===== config.mk =====
export PLATFORM = sky130hd
export DESIGN_NAME = factorial_sched
export DESIGN_NICKNAME = d
export VERILOG_FILES = /design/src/rtl/factorial_sched.sv
export SDC_FILE = /design/constraint.sdc
export NUM_CORES = 1
export LEC_CHECK = 0
export BUFFER_PORTS_ARGS = -buffer_cell sky130_fd_sc_hd__buf_2
export CAP_MARGIN = 0
export CELL_PAD_IN_SITES_DETAIL_PLACEMENT = 0
export CELL_PAD_IN_SITES_GLOBAL_PLACEMENT = 2
export CORE_AREA = 3 3 141 143
export CTS_CLUSTER_DIAMETER = 30
export CTS_CLUSTER_SIZE = 20
export DETAILED_ROUTE_END_ITERATION = 12
export DIE_AREA = 0 0 144 146
export MAX_ROUTING_LAYER = met4
export PLACE_DENSITY_LB_ADDON = 0.3
export SLEW_MARGIN = 5
export SYNTH_ARGS = -nofsm -noshare
export SYNTH_HDL_FRONTEND = slang
export SYNTH_SLANG_ARGS = --single-unit

===== constraint.sdc =====
create_clock -name clk -period 5 [get_ports clk]
set_clock_uncertainty 0.1 [all_clocks]
set_input_delay 1 -clock clk [delete_from_list [all_inputs] [get_ports clk]]
set_output_delay 1 -clock clk [all_outputs]
set_load 0.005 [all_outputs]

===== src/rtl/factorial_sched.sv =====
// Round-robin sequencer in front of the shared iterative factorial datapath:
// grants one requester, steps the datapath through its strobes, and returns n! (or an error).
module factorial_sched #(
    parameter int unsigned NREQ    = 4,
    parameter int unsigned W       = 32,
    parameter int unsigned MAX_N   = 12,
    parameter int unsigned TIMEOUT = 4096
) (
    input  logic                      clk,
    input  logic                      rst,
    input  logic [NREQ-1:0]           req_valid,
    input  logic [NREQ*W-1:0]         req_n,
    output logic [NREQ-1:0]           req_ready,
    output logic [W-1:0]              dp_n,
    output logic                      dp_inicio,
    output logic                      dp_whilen,
    output logic                      dp_whilej,
    output logic                      dp_fine,
    input  logic                      dp_ngt0,
    input  logic                      dp_jgt1,
    input  logic [W-1:0]              dp_rslt,
    output logic                      resp_valid,
    output logic [$clog2(NREQ)-1:0]   resp_id,
    output logic [W-1:0]              resp_rslt,
    output logic                      resp_err,
    input  logic                      resp_ready,
    output logic                      busy
);

    localparam int unsigned IDW = $clog2(NREQ);
    localparam int unsigned WDW = $clog2(TIMEOUT + 1);

    localparam logic [3:0] S_IDLE = 4'd0;
    localparam logic [3:0] S_INIT = 4'd1;
    localparam logic [3:0] S_CHKN = 4'd2;
    localparam logic [3:0] S_DECN = 4'd3;
    localparam logic [3:0] S_CHKJ = 4'd4;
    localparam logic [3:0] S_ACCJ = 4'd5;
    localparam logic [3:0] S_FINE = 4'd6;
    localparam logic [3:0] S_REJ  = 4'd7;
    localparam logic [3:0] S_RESP = 4'd8;

    logic [3:0]     r_state;
    logic [IDW-1:0] r_rr;
    logic [WDW-1:0] r_wd;
    logic [W-1:0]   r_dp_n;
    logic [IDW-1:0] r_resp_id;
    logic [W-1:0]   r_resp_rslt;
    logic           r_resp_err;

    logic           w_gnt_hit;
    logic [IDW-1:0] w_gnt_idx;
    logic [IDW-1:0] w_scan;
    logic [NREQ-1:0] w_gnt_oh;
    logic [W-1:0]   w_gnt_n;
    logic [IDW-1:0] w_rr_nxt;
    logic           w_in_loop;
    logic           w_wd_exp;

    // Scan starts at the rr pointer and wraps; first pending requester wins.
    always_comb begin
        w_gnt_hit = 1'b0;
        w_gnt_idx = '0;
        w_scan    = '0;
        for (int unsigned k = 0; k < NREQ; k++) begin
            w_scan = IDW'((32'(r_rr) + k) % NREQ);
            if (!w_gnt_hit && req_valid[w_scan]) begin
                w_gnt_hit = 1'b1;
                w_gnt_idx = w_scan;
            end
        end
    end

    always_comb begin
        w_gnt_n = '0;
        for (int unsigned k = 0; k < NREQ; k++) begin
            if (w_gnt_idx == IDW'(k)) begin
                w_gnt_n = req_n[k*W +: W];
            end
        end
    end

    assign w_gnt_oh  = w_gnt_hit ? (NREQ'(1) << w_gnt_idx) : '0;
    assign w_rr_nxt  = IDW'((32'(w_gnt_idx) + 32'd1) % NREQ);
    assign w_in_loop = (r_state == S_CHKN) || (r_state == S_DECN) ||
                       (r_state == S_CHKJ) || (r_state == S_ACCJ);
    assign w_wd_exp  = w_in_loop && (r_wd == WDW'(TIMEOUT - 1));

    always_ff @(posedge clk) begin
        if (rst) begin
            r_state     <= S_IDLE;
            r_rr        <= '0;
            r_wd        <= '0;
            r_dp_n      <= '0;
            r_resp_id   <= '0;
            r_resp_rslt <= '0;
            r_resp_err  <= 1'b0;
        end else begin
            case (r_state)
                S_IDLE: begin
                    if (w_gnt_hit) begin
                        r_dp_n    <= w_gnt_n;
                        r_resp_id <= w_gnt_idx;
                        r_rr      <= w_rr_nxt;
                        r_state   <= (w_gnt_n > W'(MAX_N)) ? S_REJ : S_INIT;
                    end
                end
                S_INIT: begin
                    r_wd <= '0;
                    if (r_dp_n == '0) begin
                        r_resp_rslt <= W'(1);
                        r_resp_err  <= 1'b0;
                        r_state     <= S_RESP;
                    end else begin
                        r_state <= S_CHKN;
                    end
                end
                S_CHKN: r_state <= dp_ngt0 ? S_DECN : S_FINE;
                S_DECN: r_state <= S_CHKJ;
                S_CHKJ: r_state <= dp_jgt1 ? S_ACCJ : S_CHKN;
                S_ACCJ: r_state <= S_CHKJ;
                S_FINE: begin
                    r_resp_rslt <= dp_rslt;
                    r_resp_err  <= 1'b0;
                    r_state     <= S_RESP;
                end
                S_REJ: begin
                    r_resp_rslt <= '0;
                    r_resp_err  <= 1'b1;
                    r_state     <= S_RESP;
                end
                S_RESP: begin
                    if (resp_ready) begin
                        r_state <= S_IDLE;
                    end
                end
                default: r_state <= S_IDLE;
            endcase

            // Watchdog placed after the case so an expiry overrides the loop transition.
            if (w_in_loop) begin
                if (w_wd_exp) begin
                    r_resp_rslt <= '0;
                    r_resp_err  <= 1'b1;
                    r_state     <= S_RESP;
                end else begin
                    r_wd <= r_wd + 1'b1;
                end
            end
        end
    end

    assign req_ready  = ((r_state == S_IDLE) && !rst) ? w_gnt_oh : '0;
    assign dp_n       = r_dp_n;
    assign dp_inicio  = (r_state == S_INIT);
    assign dp_whilen  = (r_state == S_DECN);
    assign dp_whilej  = (r_state == S_ACCJ);
    assign dp_fine    = (r_state == S_FINE);
    assign resp_valid = (r_state == S_RESP);
    assign resp_id    = r_resp_id;
    assign resp_rslt  = r_resp_rslt;
    assign resp_err   = r_resp_err;
    assign busy       = (r_state != S_IDLE);

    a_strobe_onehot: assert property (@(posedge clk)
        $onehot0({dp_inicio, dp_whilen, dp_whilej, dp_fine}));
    a_grant_onehot: assert property (@(posedge clk) $onehot0(req_ready));
    a_resp_hold: assert property (@(posedge clk) disable iff (rst)
        (resp_valid && !resp_ready) |=> (resp_valid && $stable(resp_rslt) &&
                                        $stable(resp_err) && $stable(resp_id)));

endmodule

Yosys cells after proc, flatten, opt, wreduce, memory -nomap -nowiden
Cells that the tools add are included.
- add/sub/neg operators: 5
- magnitude comparators: 5
- eq/ne operators: 12
- shift-type cells: 1
- multiplexer cells: 42
- reductions and logical operators: 19
- operators with widths (kind ; count):
    32-bit two-way mux ; 7
    32-bit one-hot mux with 3 select lines ; 1
    13-bit two-way mux ; 3
    32-bit by 4-bit greater-than comparator with 1-bit output, second input constant ; 1
    32-bit zero test ; 1
    4-bit two-way mux ; 7
    4-bit one-hot mux with 7 select lines ; 1
    4-bit by 3-bit == test with 1-bit output, second input constant ; 4
    13-bit by 1-bit adder with 13-bit output, second input constant ; 1
    13-bit by 12-bit == test with 1-bit output, second input constant ; 1
    2-bit by 3-bit < comparator with 1-bit output, second input constant ; 4
    1-bit two-way mux ; 11
    3-bit two-way mux ; 3
    1-bit binary-select mux with 2-bit select ; 4
    4-bit by 2-bit == test with 1-bit output, second input constant ; 2
    2-bit two-way mux ; 4
    1-bit logical AND ; 5
    2-bit by 1-bit adder with 2-bit output, second input constant ; 2
    2-bit adder, second input constant ; 2
    2-bit == test, second input constant ; 2
    4-bit by 1-bit == test with 1-bit output, second input constant ; 1
    4-bit == test, second input constant ; 1
    1-bit zero test ; 4
    4-bit zero test ; 1
    8 further kinds ; 11
- bits in registers: 86
- input bits: 169
- output and inout port bits: 77
- logic and storage cells: 91

Longest topological paths before layout
- depth in word-level cells: 23
- mapped depth: 15
- mapped depth without buffers: 12

Worst setup path after synthesis
No wires, ideal clock.
- path kind: input-to-output
- start: in req_valid[0]
- end: out req_ready[3]
- arrival: 2.638 ns
- slack: 1.262 ns
- stages: 10
- path buffers: 3
- cell sequence: nor2b_1 > a21oi_1 > o22ai_1 > a21oi_1 > ha_1 > buf_2 > inv_2 > buf_1 > clkbuf_1 > nor3_1
- cells in the longest elaborated chain, start to end: 15
- elaborated cells on any way between the ends: 25
- classes of those cells: 1 x shift; 18 x mux; 6 x reduce/logical
- RTL lines (what ; line ; source):
    start, declared ; 11 ; input logic [NREQ-1:0] req_valid,
    1-bit binary-select mux with 2-bit select ; 67 ; if (!w_gnt_hit && req_valid[w_scan]) begin
    1-bit two-way mux (implied by the code) ; 67 ;
    1-bit two-way mux ; 67 ;
    1-bit zero test ; 67 ;
    1-bit logical AND ; 67 ;
    1-bit two-way mux ; 67 ;
    1-bit zero test ; 67 ;
    1-bit logical AND ; 67 ;
    1-bit two-way mux ; 67 ;
    1-bit zero test ; 67 ;
    1-bit logical AND ; 67 ;
    2-bit two-way mux * ; 67 ;
    net w_gnt_idx[0] ; 52 ; logic [IDW-1:0] w_gnt_idx;
    1-bit by 2-bit << shifter with 4-bit output * ; 83 ; assign w_gnt_oh = w_gnt_hit ? (NREQ'(1) << w_gnt_idx) : '0;
    4-bit two-way mux * ; 83 ;
    4-bit two-way mux * ; 153 ; assign req_ready = ((r_state == S_IDLE) && !rst) ? w_gnt_oh : '0;
    end, declared ; 13 ; output logic [NREQ-1:0] req_ready,
Mark *: on every way through the listed nets, which the timed path passes. The rest lies on a longest branch. The select of a mux whose other input is x is not followed.

Final worst setup path
- start: in req_valid[0]
- end: out req_ready[1]
The elaborated chain is that of the path after synthesis.

==> results.cfg <==
[outcome]
status = completed

[routing]
vias = 5450
wl_um = 18800
drtAntennaViolNets = 0
wl_met1_um = 7950
drtIter0Drc = 252
drc = 0
dr_wl_met3_um = 1190
vias_per_cell = 5.06
drt_first_pass_iters = 5
top_layer_used = met4
wl_per_cell_um = 17.5
wl_met2_um = 9370

[clock_network]
cts_sinks = 86
cts_root_buf = clkbuf_16
cts_setup_buffers = 0
cts_buffers = 9
cts_resized = 0
h-tree-depth = 3
worstSkewPairLatency_ps = 340
clk_pin_slew_ps = 60
ctsHoldBuffers = 0
cts_tree = yes
cts_buffer_depth = 2

[worst_hold_path]
min-delay-start = resp_id[0]
min_path_cells = 2
worst_hold_path_type = register to register
whs_endpoint = resp_id[0]

[global_routing]
track_usage_pct = 17.7
overflow = 0
antenna_found_initial = 0
grt_pass1_vias = 5440
grt_start_max_net_pins = 45
grt_pass1_wl_um = 28600

[setup_path]
critPathRequiredTime_ps = 3900
reg2reg_to = r_state[1]
cp_slowest_cell = ha_2
cp_max_fo = 38
r2r_start = r_rr[0]
reg2reg_slack_ps = 1450
worst-path-buf-inv = 3
critPathLaunchType = input pin
criticalPathCategory = input pin to primary output
slowest_delay_ps = 680
crit_path_end_kind = primary output
rr_worst_depth = 12
crit_family = adder cells
crit_chain = buf_2 > nor2b_1 > a21oi_1 > o22ai_1 > a21oi_1 > ha_2 > buf_4 > and3_1 > buf_2
arrival_ps = 3110

[synth]
async_flop_share_pct = 0
syn_area_per_cell_um2 = 7.84
synth.area.top_cells = dfxtp_1, a22oi_2, nand2_1
ys_seq_area_share_pct = 35.7
synth_flop_cell = dfxtp_1
ys_ff_latch = 86
synth_top_area_share_pct = 35.7
synth_edf_count = 0
synth_fp_nets = 789
ys_warn_count = 0
yosysTopAreaCell = dfxtp_1
synthCells = 615
synth_area_um2 = 4820
synth.distinct_cells = 60

[power]
switchingPower_mw = 1.65
power_frac_comb_pct = 54.3
power.leakage_nw = 2.91
pwr-share-seq_pct = 28.2
p_sw_share_pct = 44.8
vdd.ir_drop.worst_mv = 0.193
power_mw = 3.68
power_frac_clock_pct = 17.5
p_per_area_nw_per_um2 = 563
intPower_mw = 2.03

[placed_design]
gp_congestion = 0.859
numPortBuffers = 245
post-dp-hpwl_um = 15100

[timing]
drv_slew = 0
fin_crit_ps = 4210
finalSetupViolations = 0
timing.final.crit_share_pct = 84.1
fmax_mhz = 238
worstMarginPinSlew_ps = 909
rsz0062_at_grt = false
slew_headroom_pct = 39.4
finalHoldViolCount = 0
timing.setup.tns_ps = 0

[floorplanning]
rows = 50
start_util_pct = 25.8
io_pins = 246
die_w_um = 144
die_y_um = 146
dieArea_um2 = 21000
core_um2 = 18700

[finish]
area_delta_synth_final_pct = 35.5
diodes = 0
nets = 1012
layout-drive-gt1-share_pct = 38.1

[run]
max-cap-violations = 0
## cells by family after synthesis
family / Yosys count / synth area share (%)
compound gates: 196 / 30.6
xor+xnor: 3 / 0.545
fa+ha+maj: 5 / 1.30
buf+inv: 76 / 7.21
flops: 86 / 35.7
mux: 2 / 0.441
simple gates: 247 / 24.2
## area by class of cell
class,count,area [um^2]
tap,234,293
clock buffer,11,253
fill,2038,12200
timing repair buffer,261,1350
clock inverter,5,41.3
sequential,86,1720
inverter,27,101
multi-input combinational,453,2780
## layout by cell type (no fill, tap or decap), drive strengths merged, types with 4 or more instances in the layout
cell / n
a31oi: 13
a22oi: 36
o22ai: 29
nand2: 91
or3: 9
nor4: 12
nand3: 6
nand3b: 13
nor2: 66
o21ai: 17
and3: 7
a211oi: 7
o22a: 6
buf: 261
ha: 5
dfxtp: 86
o41ai: 4
nand2b: 8
o211a: 10
inv: 27
clkbuf: 11
or4: 4
nand4: 5
nor2b: 4
nor3: 15
a21oi: 51
## how the worst max path moves through the flow
stage / startpoint / endpoint / slack [ps] / cells past startpoint
6_report: req_valid[0] / req_ready[1] / 790 / 9
5_1_grt: req_valid[0] / req_ready[3] / 510 / 9
3_5_place_dp: req_valid[0] / r_state[1] / 620 / 13
3_3_place_gp: req_valid[0] / r_state[1] / 720 / 13
4_1_cts: req_valid[0] / req_ready[1] / 790 / 9
2_1_floorplan: req_valid[0] / req_ready[3] / 1260 / 10
## through the flow
step | cells | utilization [%] | hold WS (ps) | setup WS (ps) | instance area [um^2]
floorplan | 615 | - | 340 | 1260 | 4820
global placement | 1061 | 33.4 | 345 | 719 | 6240
detailed placement | 1061 | 33.4 | 347 | 622 | 6240
CTS | 1077 | 34.9 | 356 | 786 | 6540
global route | 1077 | 34.9 | 370 | 515 | 6540
finish | 1077 | 34.9 | 353 | 793 | 6540
## synthesized netlist by cell type, types with 3 or more instances
| cell type | n |
|---|---|
| nand2b_1 | 7 |
| o211ai_1 | 3 |
| or4_1 | 4 |
| o22a_1 | 6 |
| nand3b_1 | 13 |
| and3_1 | 7 |
| o31a_1 | 3 |
| dfxtp_1 | 86 |
| nand3_1 | 6 |
| o211a_1 | 10 |
| buf_2 | 11 |
| o21ai_0 | 17 |
| or3_1 | 9 |
| nor3_1 | 15 |
| a211oi_1 | 7 |
| nor2_1 | 65 |
| o31ai_1 | 3 |
| ha_1 | 5 |
| o22ai_1 | 28 |
| a222oi_1 | 3 |
| buf_6 | 6 |
| clkbuf_1 | 30 |
| a22oi_2 | 29 |
| nand4_1 | 5 |
| inv_1 | 25 |
| nor4_1 | 11 |
| and2_1 | 3 |
| nor2b_1 | 4 |
| a21oi_1 | 51 |
| a31oi_1 | 12 |
| o41ai_1 | 3 |
| nand2_1 | 91 |
| a22oi_1 | 7 |
## flip-flops by register name (all words and copies together), names as in the netlist
name,cells
dp_n,32
r_rr,2
r_state,4
r_wd,13
resp_err,1
resp_id,2
resp_rslt,32
## power by group through the flow
stage          clock [mW]  combinational (mW)  sequential (mW)
2_1_floorplan           0                1.32             1.01
3_3_place_gp            0                1.98             1.05
3_5_place_dp            0                2.01             1.05
4_1_cts             0.670                2.01             1.04
5_1_grt             0.693                2.23             1.07
6_report            0.644                2.00             1.04
## tightest hold or removal path, cell delays in order, from the launching register on
cell and delay, ps:
dfxtp_1 310, nand2_1 50, a21oi_1 50
## layer usage
layer / track usage, % / up-vias
li1: - / 2685
met1: 20.8 / 2551
met2: 30.6 / 188
met3: 3.71 / 26
met4: 4.38 / 0
met5: - / -
No activity file was read; power rests on OpenSTA's default activity.
